<file path="src/rtl/sys_defs.sv">
// -----------------------------------------------------------------------------
// sys_defs
//   Shared definitions for the FV bus between the FV SRAM and the Edge PEs.
//   - FV_BW      : width of one FV stream word
//   - MAX_WORDS  : maximum words per feature vector
//   - FV_SRAM2Edge_PE : one bus beat {sos, eos, FV_data}
//   - fv_state_e : capture FSM states used by fv_stream_collector
// -----------------------------------------------------------------------------
`ifndef FV_bandwidth
`define FV_bandwidth 8
`endif

package sys_defs;

  localparam int FV_BW     = `FV_bandwidth;
  localparam int MAX_WORDS = 8;

  typedef struct packed {
    logic             sos;
    logic             eos;
    logic [FV_BW-1:0] FV_data;
  } FV_SRAM2Edge_PE;

  // DROP swallows a stream that arrived while both buffers were occupied.
  typedef enum logic [1:0] {
    ST_IDLE = 2'd0,
    ST_RECV = 2'd1,
    ST_DROP = 2'd2
  } fv_state_e;

endpackage

</file>
<file path="src/rtl/fv_pingpong_buf.sv">
// -----------------------------------------------------------------------------
// fv_pingpong_buf
//   Two MAX_WORDS x FV_BW register buffers with one word write port and a
//   read-select. The read port returns the *next-state* contents of the
//   selected buffer so the parent can register its output in the same cycle
//   the last word of an FV is written.
//   Ports:
//     clk, reset       clock, async active-low reset (clears all words)
//     i_wr_en          write i_wr_data to word i_wr_idx of buffer i_wr_sel
//     i_clr            zero buffer i_wr_sel (the write, if any, still lands)
//     i_wr_sel         target buffer of clear/write
//     i_wr_idx         target word
//     i_wr_data        word to write
//     i_rd_sel         buffer to read
//     o_rd_next        flattened next-state contents of buffer i_rd_sel
// -----------------------------------------------------------------------------
module fv_pingpong_buf #(
  parameter int FV_BW     = sys_defs::FV_BW,
  parameter int MAX_WORDS = sys_defs::MAX_WORDS,
  parameter int IDX_W     = (MAX_WORDS > 1) ? $clog2(MAX_WORDS) : 1
) (
  input  logic                       clk,
  input  logic                       reset,
  input  logic                       i_wr_en,
  input  logic                       i_clr,
  input  logic                       i_wr_sel,
  input  logic [IDX_W-1:0]           i_wr_idx,
  input  logic [FV_BW-1:0]           i_wr_data,
  input  logic                       i_rd_sel,
  output logic [MAX_WORDS*FV_BW-1:0] o_rd_next
);

  logic [FV_BW-1:0] r_buf      [2][MAX_WORDS];
  logic [FV_BW-1:0] w_buf_next [2][MAX_WORDS];

  // Next-state of every word: write wins over clear, clear wins over hold.
  always_comb begin
    for (int b = 0; b < 2; b++) begin
      for (int k = 0; k < MAX_WORDS; k++) begin
        if (i_wr_en && (i_wr_sel == 1'(b)) && (i_wr_idx == IDX_W'(k))) begin
          w_buf_next[b][k] = i_wr_data;
        end else if (i_clr && (i_wr_sel == 1'(b))) begin
          w_buf_next[b][k] = {FV_BW{1'b0}};
        end else begin
          w_buf_next[b][k] = r_buf[b][k];
        end
      end
    end
  end

  // Flatten the selected buffer, word k at bits [k*FV_BW +: FV_BW].
  always_comb begin
    o_rd_next = {(MAX_WORDS*FV_BW){1'b0}};
    for (int k = 0; k < MAX_WORDS; k++) begin
      o_rd_next[k*FV_BW +: FV_BW] = w_buf_next[i_rd_sel][k];
    end
  end

  // Buffer storage.
  always_ff @(posedge clk or negedge reset) begin
    if (!reset) begin
      for (int b = 0; b < 2; b++) begin
        for (int k = 0; k < MAX_WORDS; k++) begin
          r_buf[b][k] <= {FV_BW{1'b0}};
        end
      end
    end else begin
      r_buf <= w_buf_next;
    end
  end

endmodule

</file>
<file path="src/rtl/fv_stream_collector.sv">
// -----------------------------------------------------------------------------
// fv_stream_collector
//   Captures FV streams from the FV bus into a ping-pong buffer pair and
//   presents complete FVs to the Edge PE with a valid/ready handshake.
//   Ports:
//     clk, reset       clock, async active-low reset
//     sos, eos         start / end of stream qualifiers
//     FV_data          stream word
//     out_valid        a complete FV is presented
//     out_ready        Edge PE accepts the presented FV
//     out_fv           presented FV, word k at [k*FV_BW +: FV_BW]
//     out_len          word count of the presented FV
//     buf_full         both buffers hold unconsumed FVs
//     err_drop         stream dropped because both buffers were full (sticky)
//     err_trunc        words beyond MAX_WORDS discarded (sticky)
//     err_proto        sos without eos, or eos without sos (sticky)
// -----------------------------------------------------------------------------
`ifndef FV_bandwidth
`define FV_bandwidth 8
`endif

module fv_stream_collector #(
  parameter int FV_BW     = `FV_bandwidth,
  parameter int MAX_WORDS = 8,
  parameter int LEN_W     = $clog2(MAX_WORDS+1)
) (
  input  logic                       clk,
  input  logic                       reset,
  input  logic                       sos,
  input  logic                       eos,
  input  logic [FV_BW-1:0]           FV_data,
  output logic                       out_valid,
  input  logic                       out_ready,
  output logic [MAX_WORDS*FV_BW-1:0] out_fv,
  output logic [LEN_W-1:0]           out_len,
  output logic                       buf_full,
  output logic                       err_drop,
  output logic                       err_trunc,
  output logic                       err_proto
);

  import sys_defs::*;

  localparam int               IDX_W   = (MAX_WORDS > 1) ? $clog2(MAX_WORDS) : 1;
  localparam logic [LEN_W-1:0] MAX_LEN = LEN_W'(MAX_WORDS);

  fv_state_e                r_state;
  logic                     r_wptr;
  logic                     r_rptr;
  logic [1:0]               r_cnt;
  logic [LEN_W-1:0]         r_widx;
  logic [LEN_W-1:0]         r_len [2];
  logic                     r_out_valid;
  logic [MAX_WORDS*FV_BW-1:0] r_out_fv;
  logic [LEN_W-1:0]         r_out_len;
  logic                     r_buf_full;
  logic                     r_err_drop;
  logic                     r_err_trunc;
  logic                     r_err_proto;

  fv_state_e                w_state_next;
  logic [LEN_W-1:0]         w_widx_next;
  logic [LEN_W-1:0]         w_widx_inc;
  logic                     w_wr_en;
  logic                     w_clr;
  logic [IDX_W-1:0]         w_wr_idx;
  logic                     w_commit;
  logic [LEN_W-1:0]         w_commit_len;
  logic                     w_set_drop;
  logic                     w_set_trunc;
  logic                     w_set_proto;
  logic                     w_hs;
  logic [1:0]               w_cnt_next;
  logic                     w_wptr_next;
  logic                     w_rptr_next;
  logic [LEN_W-1:0]         w_len_next [2];
  logic                     w_valid_next;
  logic [MAX_WORDS*FV_BW-1:0] w_rd_next;

  // widx saturates at MAX_WORDS, so this is also min(widx+1, MAX_WORDS).
  assign w_widx_inc = (r_widx >= MAX_LEN) ? MAX_LEN : (r_widx + LEN_W'(1));

  // Capture FSM decode: buffer writes, commits and error events.
  always_comb begin
    w_state_next = r_state;
    w_widx_next  = r_widx;
    w_wr_en      = 1'b0;
    w_clr        = 1'b0;
    w_wr_idx     = r_widx[IDX_W-1:0];
    w_commit     = 1'b0;
    w_commit_len = w_widx_inc;
    w_set_drop   = 1'b0;
    w_set_trunc  = 1'b0;
    w_set_proto  = 1'b0;
    case (r_state)
      ST_IDLE: begin
        if (sos) begin
          if (r_cnt != 2'd2) begin
            // Clearing the buffer keeps words at or above out_len at zero.
            w_clr    = 1'b1;
            w_wr_en  = 1'b1;
            w_wr_idx = {IDX_W{1'b0}};
            if (eos) begin
              w_commit     = 1'b1;
              w_commit_len = LEN_W'(1);
              w_widx_next  = {LEN_W{1'b0}};
              w_state_next = ST_IDLE;
            end else begin
              w_widx_next  = LEN_W'(1);
              w_state_next = ST_RECV;
            end
          end else begin
            w_set_drop   = 1'b1;
            w_state_next = eos ? ST_IDLE : ST_DROP;
          end
        end else if (eos) begin
          w_set_proto = 1'b1;
        end else begin
          w_state_next = ST_IDLE;
        end
      end
      ST_RECV: begin
        if (sos) begin
          // Unterminated stream: abandon it and restart in the same buffer.
          w_set_proto = 1'b1;
          w_clr       = 1'b1;
          w_wr_en     = 1'b1;
          w_wr_idx    = {IDX_W{1'b0}};
          if (eos) begin
            w_commit     = 1'b1;
            w_commit_len = LEN_W'(1);
            w_widx_next  = {LEN_W{1'b0}};
            w_state_next = ST_IDLE;
          end else begin
            w_widx_next  = LEN_W'(1);
            w_state_next = ST_RECV;
          end
        end else begin
          if (r_widx < MAX_LEN) begin
            w_wr_en = 1'b1;
          end else begin
            w_set_trunc = 1'b1;
          end
          if (eos) begin
            w_commit     = 1'b1;
            w_commit_len = w_widx_inc;
            w_widx_next  = {LEN_W{1'b0}};
            w_state_next = ST_IDLE;
          end else begin
            w_widx_next  = w_widx_inc;
            w_state_next = ST_RECV;
          end
        end
      end
      ST_DROP: begin
        if (eos) begin
          w_state_next = ST_IDLE;
        end else begin
          w_state_next = ST_DROP;
        end
      end
      default: begin
        w_state_next = ST_IDLE;
        w_widx_next  = {LEN_W{1'b0}};
      end
    endcase
  end

  // Occupancy, pointers and next presented FV.
  always_comb begin
    w_hs = r_out_valid & out_ready;
    if (w_commit && !w_hs) begin
      w_cnt_next = r_cnt + 2'd1;
    end else if (!w_commit && w_hs) begin
      w_cnt_next = r_cnt - 2'd1;
    end else begin
      w_cnt_next = r_cnt;
    end
    w_wptr_next = r_wptr ^ w_commit;
    w_rptr_next = r_rptr ^ w_hs;
    w_len_next  = r_len;
    if (w_commit) begin
      w_len_next[r_wptr] = w_commit_len;
    end else begin
      w_len_next[r_wptr] = r_len[r_wptr];
    end
    w_valid_next = (w_cnt_next != 2'd0);
  end

  fv_pingpong_buf #(
    .FV_BW     (FV_BW),
    .MAX_WORDS (MAX_WORDS),
    .IDX_W     (IDX_W)
  ) u_buf (
    .clk       (clk),
    .reset     (reset),
    .i_wr_en   (w_wr_en),
    .i_clr     (w_clr),
    .i_wr_sel  (r_wptr),
    .i_wr_idx  (w_wr_idx),
    .i_wr_data (FV_data),
    .i_rd_sel  (w_rptr_next),
    .o_rd_next (w_rd_next)
  );

  // FSM, pointers, counters, registered outputs and sticky error flags.
  always_ff @(posedge clk or negedge reset) begin
    if (!reset) begin
      r_state     <= ST_IDLE;
      r_wptr      <= 1'b0;
      r_rptr      <= 1'b0;
      r_cnt       <= 2'd0;
      r_widx      <= {LEN_W{1'b0}};
      r_len[0]    <= {LEN_W{1'b0}};
      r_len[1]    <= {LEN_W{1'b0}};
      r_out_valid <= 1'b0;
      r_out_fv    <= {(MAX_WORDS*FV_BW){1'b0}};
      r_out_len   <= {LEN_W{1'b0}};
      r_buf_full  <= 1'b0;
      r_err_drop  <= 1'b0;
      r_err_trunc <= 1'b0;
      r_err_proto <= 1'b0;
    end else begin
      r_state     <= w_state_next;
      r_wptr      <= w_wptr_next;
      r_rptr      <= w_rptr_next;
      r_cnt       <= w_cnt_next;
      r_widx      <= w_widx_next;
      r_len       <= w_len_next;
      r_out_valid <= w_valid_next;
      r_out_fv    <= w_valid_next ? w_rd_next : {(MAX_WORDS*FV_BW){1'b0}};
      r_out_len   <= w_valid_next ? w_len_next[w_rptr_next] : {LEN_W{1'b0}};
      r_buf_full  <= (w_cnt_next == 2'd2);
      r_err_drop  <= r_err_drop  | w_set_drop;
      r_err_trunc <= r_err_trunc | w_set_trunc;
      r_err_proto <= r_err_proto | w_set_proto;
    end
  end

  assign out_valid = r_out_valid;
  assign out_fv    = r_out_fv;
  assign out_len   = r_out_len;
  assign buf_full  = r_buf_full;
  assign err_drop  = r_err_drop;
  assign err_trunc = r_err_trunc;
  assign err_proto = r_err_proto;

endmodule

</file>
<file path="config.mk">
export PLATFORM = sky130hd
export DESIGN_NAME = fv_stream_collector
export DESIGN_NICKNAME = d
export VERILOG_FILES = /design/src/rtl/sys_defs.sv /design/src/rtl/fv_pingpong_buf.sv /design/src/rtl/fv_stream_collector.sv
export SDC_FILE = /design/constraint.sdc
export NUM_CORES = 1
export LEC_CHECK = 0
export ABC_AREA = 1
export CORE_AREA = 2 2 143 145
export CTS_CLUSTER_SIZE = 28
export DETAILED_ROUTE_END_ITERATION = 10
export DIE_AREA = 0 0 145 147
export GPL_TIMING_DRIVEN = 0
export PLACE_DENSITY_LB_ADDON = 0.05
export SLEW_MARGIN = 20
export SYNTH_ARGS = -nofsm -noshare
export SYNTH_HDL_FRONTEND = slang
export SYNTH_SLANG_ARGS = --single-unit
</file>
<file path="constraint.sdc">
create_clock -name clk -period 1.75 [get_ports clk]
set_input_delay 0.35 -clock clk [delete_from_list [all_inputs] [get_ports clk]]
set_output_delay 0.35 -clock clk [all_outputs]
set_load 0.03 [all_outputs]
</file>
==> flow_summary.yaml <==
global_route:
  grt_pass1_vias: 8669
  grt_pass1_wl_um: 47330
  antenna_found_initial: 0
  grt-ovfl-total: 0
  grt_use_total_pct: 28.29
  grt_max_degree: 94
die:
  ios: 86
  die_y_um: 147
  design.core.area_um2: 19840
  initial_core_util_pct: 51.99
  die_area_um2: 21320
  die_w_um: 145
  num_rows: 52
timing:
  hold_ws_ps: 216.4
  period_minus_slack_ps: 2116
  relSlewSlack_pct: 8.287
  worstMarginPinSlew_ps: 1376
  fin_ws_ps: -365.8
  fin_crit_sh_pct: 120.9
  final-setup-viol-count: 183
  finalHoldViolCount: 0
  rsz0062_at_grt: "yes"
  fmaxAchievable_ghz: 0.4726
  clock_skew_ps: 10.63
  maxSlewViolCount: 0
critical_path:
  cpPeakStageDelay_ps: 410
  start_kind: "register"
  crit_path_top_delay_cell: "dfrtp_1"
  reg2reg_from: "r_cnt[1]"
  reg2reg_slack_ps: -370
  path_cells: "ha_4 -> inv_2 -> nand2_2 -> nand2_4 -> buf_12 -> nand3_4 -> nor2_4 -> buf_6 -> nand3_4 -> nand2_4 -> nand3_2 -> nand2_2 -> nor2_1"
  cp_max_fo: 8
  cp.required_ps: 2160
  cp-startpoint: "r_cnt[1]"
  r2r_end: "out_fv[33]"
  endpoint: "out_fv[33]"
  critPathKind: "reg -> reg"
  cp_data_arrival_time_ps: 2530
  r2r_cells: 13
  cp-end-kind: "register"
final_layout:
  post-route-cell-area_um2: 14610
  layout_common_cells: "381 x nand2_1, 218 x dfrtp_1, 115 x nor2_1"
  layout_commonest_cell: "nand2_1"
  num_antenna_cells: 0
  drive_above_1_share_pct: 30.31
  final_cells: 1748
  syn2layout_area_growth_pct: 41.57
  nets: 1477
  fillers: 1457
outcome:
  status: "finished with violations"
  failed_checks: "negative setup slack"
drt:
  drc_errors: 0
  drtPass1Iterations: 5
  via_per_inst: 5.336
  top_layer: "met4"
  wl_met2_um: 15350
  drtIter0Drc: 765
  dr_total_vias: 9327
  dr_wl_met3_um: 2196
  ant_nets: 0
  drt_wl_total_um: 32570
  wl_met1_um: 13320
  wire_per_inst_um: 18.63
synth:
  yosysTopAreaCell: "dfrtp_1"
  synth_seq_area_share_pct: 53.12
  syn-instance-count: 1271
  ys_seq_elements: 219
  ys.warnings.count: 0
  yosys.cell_types.count: 35
  synth_top_area_share_pct: 53.12
  synth_area_um2: 10320
  synthesis.nets: 1287
  synth_area_leaders: "dfrtp_1 53%, nand2_1 18%, nand3_1 6.1%"
  synth_edf_count: 0
  avgSynthCellArea_um2: 8.118
  async_flop_share_pct: 100.0
  ys.flop_type: "dfrtp_1"
power_and_ir_drop:
  p_seq_share_pct: 25.2
  p_leak_nw: 7.980
  power_mw: 25.76
  pwr_density_cell_nw_per_um2: 1763
  p_int_mw: 15.06
  vdd_drop_max_mv: 0.9890
  p_clk_share_pct: 23.2
  power_frac_comb_pct: 51.6
  swShare_pct: 41.52
  netSwitchingPower_mw: 10.69
cts:
  clock_latency_ps: 530
  clockRootBuffer: "clkbuf_16"
  cts_made_buffers: 24
  cts.path.max_buffers: 3
  cts.sinks: 219
  clkTransAtPathRegs_ps: 70
  cts_tree: "yes"
  cts_max_level: 1
min_path:
  hold_class: "in -> reg"
place:
  dp.cells: 1620
  portBuffers: 77
  dp_hpwl_um: 18220
  placed_cell_area_um2: 11520
  globalplace.congestion: 0.8755
run:
  drv_cap: 0
worst max-delay path: cells and delay by family, from the launching register on:
kind,cells,cell delay (ps)
simple gates,9,1040
flops,1,410
buf+inv,3,340
fa+ha+maj,1,190
power groups by stage:
stage	registers [mW]	logic (mW)	clock network, mW
detailed placement	6.58	9.75	0
floorplan	7.66	5.36	0
global placement	6.57	9.69	0
global route	6.57	14.2	6.26
finish	6.48	13.3	5.98
CTS	6.49	11.4	6.04
sequential cells by signal, summed over array words and instances, names as in the netlist:
register,flops
out_len,4
r_widx,4
r_wptr,1
out_valid,1
err_trunc,1
u_buf.r_buf,128
r_cnt,2
err_proto,1
buf_full,1
r_rptr,1
r_len,8
err_drop,1
r_state,2
out_fv,64
routing by layer:
layer | vias up | track usage [%]
li1 | 4348 | -
met1 | 4505 | 39.29
met2 | 362 | 45.79
met3 | 112 | 4.006
met4 | 0 | 10.35
met5 | - | 0
worst min path at each step:
| stage | end | start | slack, ps | depth (start not counted) |
|---|---|---|---|---|
| 2_1_floorplan | buf_full | reset | 50 | 0 |
| 3_3_place_gp | err_drop | err_drop | 480 | 1 |
| 3_5_place_dp | out_fv[44] | reset | 290 | 1 |
| 4_1_cts | u_buf.r_buf[57] | FV_data[1] | 200 | 3 |
| 5_1_grt | u_buf.r_buf[0] | FV_data[0] | 210 | 3 |
| 6_report | u_buf.r_buf[22] | FV_data[6] | 220 | 3 |
kinds of logic (layout without fill, tap and decap cells):
group	count (synthesis)	count (layout)	share of synthesized area (%)
xor gates and xnor gates	1	1	0.08491
muxes	1	1	0.09702
AOI/OAI and AO/OA	68	68	5.045
and+or+nand+nor	810	813	34.31
adders and majority gates	3	3	0.3639
DFF	219	219	53.12
buffers and inverters	169	373	6.985
Yosys cell counts (3+ instances only):
master / n
buf_4: 7
buf_2: 29
buf_1: 3
dfrtp_1: 219
nand3_2: 7
buf_6: 3
inv_2: 4
nand4_1: 11
nor2_4: 12
nand3_1: 126
inv_1: 98
o21ai_2: 16
nand2_1: 485
clkbuf_1: 24
nor2_1: 143
o21bai_1: 34
ha_1: 3
o21ai_0: 12
nand2_2: 9
nand4_2: 4
what timing repair did:
item	CTS	global route
setup buffers	29	45
gates cloned	3	7
hold buffers	1	0
pin swaps	90	116
resized for setup	215	205
hold endpoints to repair	48	0
setup endpoints to repair	271	198
layout make-up:
| cell class | count | area, um^2 | share of cell area, % |
|---|---|---|---|
| Timing Repair Buffer | 161 | 1699 | 11.63 |
| Clock inverter | 15 | 281.5 | 1.927 |
| Buffer | 66 | 518.0 | 3.546 |
| Sequential cell | 219 | 5482 | 37.53 |
| Clock buffer | 28 | 656.9 | 4.497 |
| Multi-Input combinational cell | 886 | 5207 | 35.65 |
| Tap cell | 270 | 337.8 | 2.313 |
| Inverter | 103 | 424.2 | 2.904 |
stage by stage:
| stage | TNS [ps] | setup WS (ps) | util, % |
|---|---|---|---|
| 3_5_place_dp | -161790 | -1069 | 58.05 |
| 4_1_cts | -21760 | -270.0 | 67.08 |
| 2_1_floorplan | -60.15 | -7.519 | - |
| 5_1_grt | -46190 | -446.0 | 73.61 |
| 6_report | -30960 | -365.8 | 73.61 |
| 3_3_place_gp | -2152680 | -9129 | 57.75 |
(Power assumes the default switching activity.)
==> RTL edit 1, RTL diff (config.mk and constraints unchanged) <==
`FV_bandwidth`: 8 -> 6.
--- a/src/rtl/sys_defs.sv
+++ b/src/rtl/sys_defs.sv
@@ -7,7 +7,7 @@
 //   - fv_state_e : capture FSM states used by fv_stream_collector
 // -----------------------------------------------------------------------------
 `ifndef FV_bandwidth
-`define FV_bandwidth 8
+`define FV_bandwidth 6
 `endif
 
 package sys_defs;
Interface: changed (resized FV_data and out_fv); port bits go from 86 to 68. The function was not compared with the original's and may differ.
==> RTL edit 1 against the unedited design <==
The flow still finishes with violations (setup timing). Combinational power decreased by 33%. Sequential cell count decreased by 48. Worst setup slack improved by 0.21 ns. Routed wire length decreased by 35%. Total power decreased by 32%. Fmax increased by 11%. Design area decreased by 29%. Synthesized area decreased by 24%. Critical path depth decreased by 8. Largest cell class unchanged. Highest routed layer unchanged.
==> RTL edit 1: results (changes against the unedited design) <==
[outcome]
status = finished, violations left
violations = setup timing

[grt]
grt_pass1_vias = 6356  ; -27%
gr-usage-met2_pct = 33.79  ; -12 points
grt_max_degree = 71  ; -24%
grt_use_met1_pct = 28.35  ; -11 points

[yosys]
syn_nets = 993  ; -23%
ys_top_cells_by_count = nand2_1 (406), dfrtp_1 (171), inv_1 (87)
synth_area_per_cell_um2 = 8.048  ; -0.86%
ys_seq_area_share_pct = 54.31  ; +1.2 points
synth_compound_area_share_pct = 6.368  ; +1.3 points
synth-xor-area-share_pct = 0.1112  ; +0.026 points

[clocking]
htreeDepth = 4  ; +3
cts_buffers = 17  ; -29%
clock_latency_ns = 0.43  ; -0.10 ns
ctsLongestPathBuffers = 2  ; -1

[worst_setup_path]
slowest_stage = o31ai_2
cp_slowest_stage_delay_ns = 0.66  ; +0.25 ns

[routing]
drt_iter0_markers = 397  ; -48%
avgRoutedWirePerCell_um = 15.25  ; -18%
wl_met2_um = 10070  ; -34%
num_vias = 6477  ; -31%
m1WireLength_um = 10030  ; -25%

[worst_hold_path]
min_path_type = input pin to async pin

[final_layout]
layout.cells.non_filler = 1378  ; -21%
layout-drive-gt1-share_pct = 21.30  ; -9.0 points
fillCellCount = 1894  ; +30%

[placed_design]
portBuffers = 61  ; -21%
place_area_mm2 = 0.008892  ; -23%

[sta]
setup_viol = 61  ; -67%
skew_ns = 0.01096  ; +0.0003368 ns
setup_ws_ns = -0.1561  ; +0.2097 ns
setup_tns_ns = -5.824  ; +25.13 ns

[power]
leakage_nw = 5.670  ; -29%

## RTL edit 1: cell types whose count changed after synthesis, moves of 5 or more
| cell | delta |
|---|---|
| buf_2 | -18 |
| nor2_1 | -71 |
| inv_1 | -11 |
| nand2_2 | -6 |
| nand3_1 | -60 |
| o21ai_2 | -10 |
| nand2_1 | -79 |
| and2_1 | +5 |
| dfrtp_1 | -48 |
| a21oi_1 | +24 |
| o21ai_1 | +22 |
| o21bai_1 | -21 |
| nand4_1 | -8 |
## RTL edit 1: power groups by stage
stage	Clock [mW]	Combinational, mW	Sequential [mW]
after CTS	3.74	8.42	5.01
final	3.69	8.85	5.00
after floorplan	0	4.07	5.69
after detailed placement	0	7.02	5.06
after global routing	3.91	9.66	5.09
after global placement	0	7.02	5.06
## RTL edit 1: layout make-up
type,instances,area [um2],area share (%)
clock buffer,19,452.9,4.386
clock inverter,13,115.1,1.115
sequential,171,4282,41.46
tap,270,337.8,3.272
inverter,90,342.8,3.320
buffer,49,360.3,3.490
multi-input combinational,669,3498,33.88
timing repair buffer,97,937.1,9.075
## RTL edit 1: what timing repair did
item | in CTS | in global routing
gates resized for setup | 143 | 84
pin swaps | 27 | 31
setup endpoints to repair | 209 | 144
setup buffers | 20 | 9
hold buffers | 1 | 0
hold endpoints to repair | 32 | 0
gates cloned | 3 | 1
## RTL edit 1: path summary, 6_finish.rpt
kind                            cells after the start  startpoint               to
worst max-delay path                                5   r_widx[0]        out_fv[1]
worst min-delay path                                2       reset  u_buf.r_buf[69]
worst max register to register                      5   r_widx[0]        out_fv[1]
worst min register to register                      2    err_drop         err_drop
max in group asynchronous                           4       reset        r_widx[1]
min in group clk                                    3  FV_data[5]  u_buf.r_buf[71]
==> RTL edit 2, RTL diff (same settings) <==
Without the edit above. Make the reset (`reset`) synchronous in 2 clocked blocks. Comments in the files are not updated.
--- a/src/rtl/fv_pingpong_buf.sv
+++ b/src/rtl/fv_pingpong_buf.sv
@@ -57,7 +57,7 @@
   end
 
   // Buffer storage.
-  always_ff @(posedge clk or negedge reset) begin
+  always_ff @(posedge clk) begin
     if (!reset) begin
       for (int b = 0; b < 2; b++) begin
         for (int k = 0; k < MAX_WORDS; k++) begin
--- a/src/rtl/fv_stream_collector.sv
+++ b/src/rtl/fv_stream_collector.sv
@@ -204,7 +204,7 @@
   );
 
   // FSM, pointers, counters, registered outputs and sticky error flags.
-  always_ff @(posedge clk or negedge reset) begin
+  always_ff @(posedge clk) begin
     if (!reset) begin
       r_state     <= ST_IDLE;
       r_wptr      <= 1'b0;
Formal check against the unedited RTL: differs if reset is asserted again (counterexample within 4 cycles, from zero or initial values and one cycle with reset low); with reset held inactive, the same outputs for 4 cycles.
==> RTL edit 2 against the unedited design <==
The flow still finishes with violations (setup timing). Count of clock-buffer cells in the layout up 4. Design area up 0.65%. Worst setup slack worse by 0.0011 ns. Core utilization up 0.48 points. Routed wire length up 8.5%. First-iteration DRC count up 24%. Sequential cell count unchanged. Synthesized area down 7.0%. Sequential power down 9.7%. Sequential share of layout area down 7.6 points. Total power down 22%. Largest cell class is now multi-input gates. Largest power group unchanged.
==> RTL edit 2: results (changes against the unedited design) <==
[sta]
setup_ws_ns = -0.3668  ; -0.001060 ns
setup_tns_ns = -33.59  ; -2.633 ns
max_slew_margin_pct = 16.28  ; +8.0 points
setup_viol = 195  ; +6.6%

[power]
internal-power_mw = 12.21  ; -19%
total_power_mw = 19.98  ; -22%
p_seq_share_pct = 29.3  ; +4.1 points
leakage_nw = 5.940  ; -26%

[final_layout]
multi_input_gates = 981  ; +11%
fillCellCount = 1443  ; -0.96%
post-route-util_pct = 74.09  ; +0.48 points
clkCellAreaFrac_pct = 5.660  ; -0.76 points

[outcome]
status = finished, violations left
violations = setup timing

[routing]
dr_wl_met3_um = 3016  ; +37%
m1WireLength_um = 14130  ; +6.0%
wl_met2_um = 16300  ; +6.2%

[yosys]
async_reset_ff_share_pct = 0  ; -100 points
synth-xor-area-share_pct = 0.09131  ; +0.0064 points
synth_fa_ha_area_share_pct = 0.3913  ; +0.028 points
synth_area_leaders = dfxtp_1 (46%), nand2_1 (12%), nor2_1 (11%), nand3_1 (10%), a21oi_1 (7.0%)
synth_compound_area_share_pct = 8.388  ; +3.3 points
syn_nets = 1452  ; +13%
ys_seq_area_share_pct = 45.71  ; -7.4 points

[placed_design]
dp_hpwl_um = 19550  ; +7.3%
dp_slack_ns = -1.126  ; -0.05684 ns
placed_cells = 1782  ; +10%

[grt]
grt_max_degree = 18  ; -81%

[worst_setup_path]
path_max_fanout = 6  ; -2

==> RTL edit 2: changes by cell type after synthesis, sizes merged, moves of 34 or more <==
cell	delta
inv	+44
clkbuf	+37
nand2	-194
o21bai	-34
nor2	+137
nand3	+65
a21oi	+136
dfxtp	+219
dfrtp	-219
==> RTL edit 2: worst max-delay path, cell delays in order, from the launching register on <==
cell,delay [ns]
dfxtp_2,0.32
inv_2,0.07
ha_4,0.17
nor2_4,0.06
buf_6,0.13
nand2_8,0.07
nand4_1,0.25
nor2_4,0.29
buf_6,0.15
nand3_1,0.13
nand2_1,0.17
nor2_2,0.05
nor2_2,0.16
==> RTL edit 2: final timing paths <==
kind / start / to / cells after the start
max: r_cnt[0] / out_fv[42] / 12
min: sos / err_drop / 3
max reg2reg: r_cnt[0] / out_fv[42] / 12
min reg2reg: err_drop / err_drop / 2
==> RTL edit 2: timing repair <==
action	CTS	global route
cloned	6	6
endpoints found under the setup margin	282	203
resized for setup	328	352
pin swaps	107	119
buffers inserted	47	24
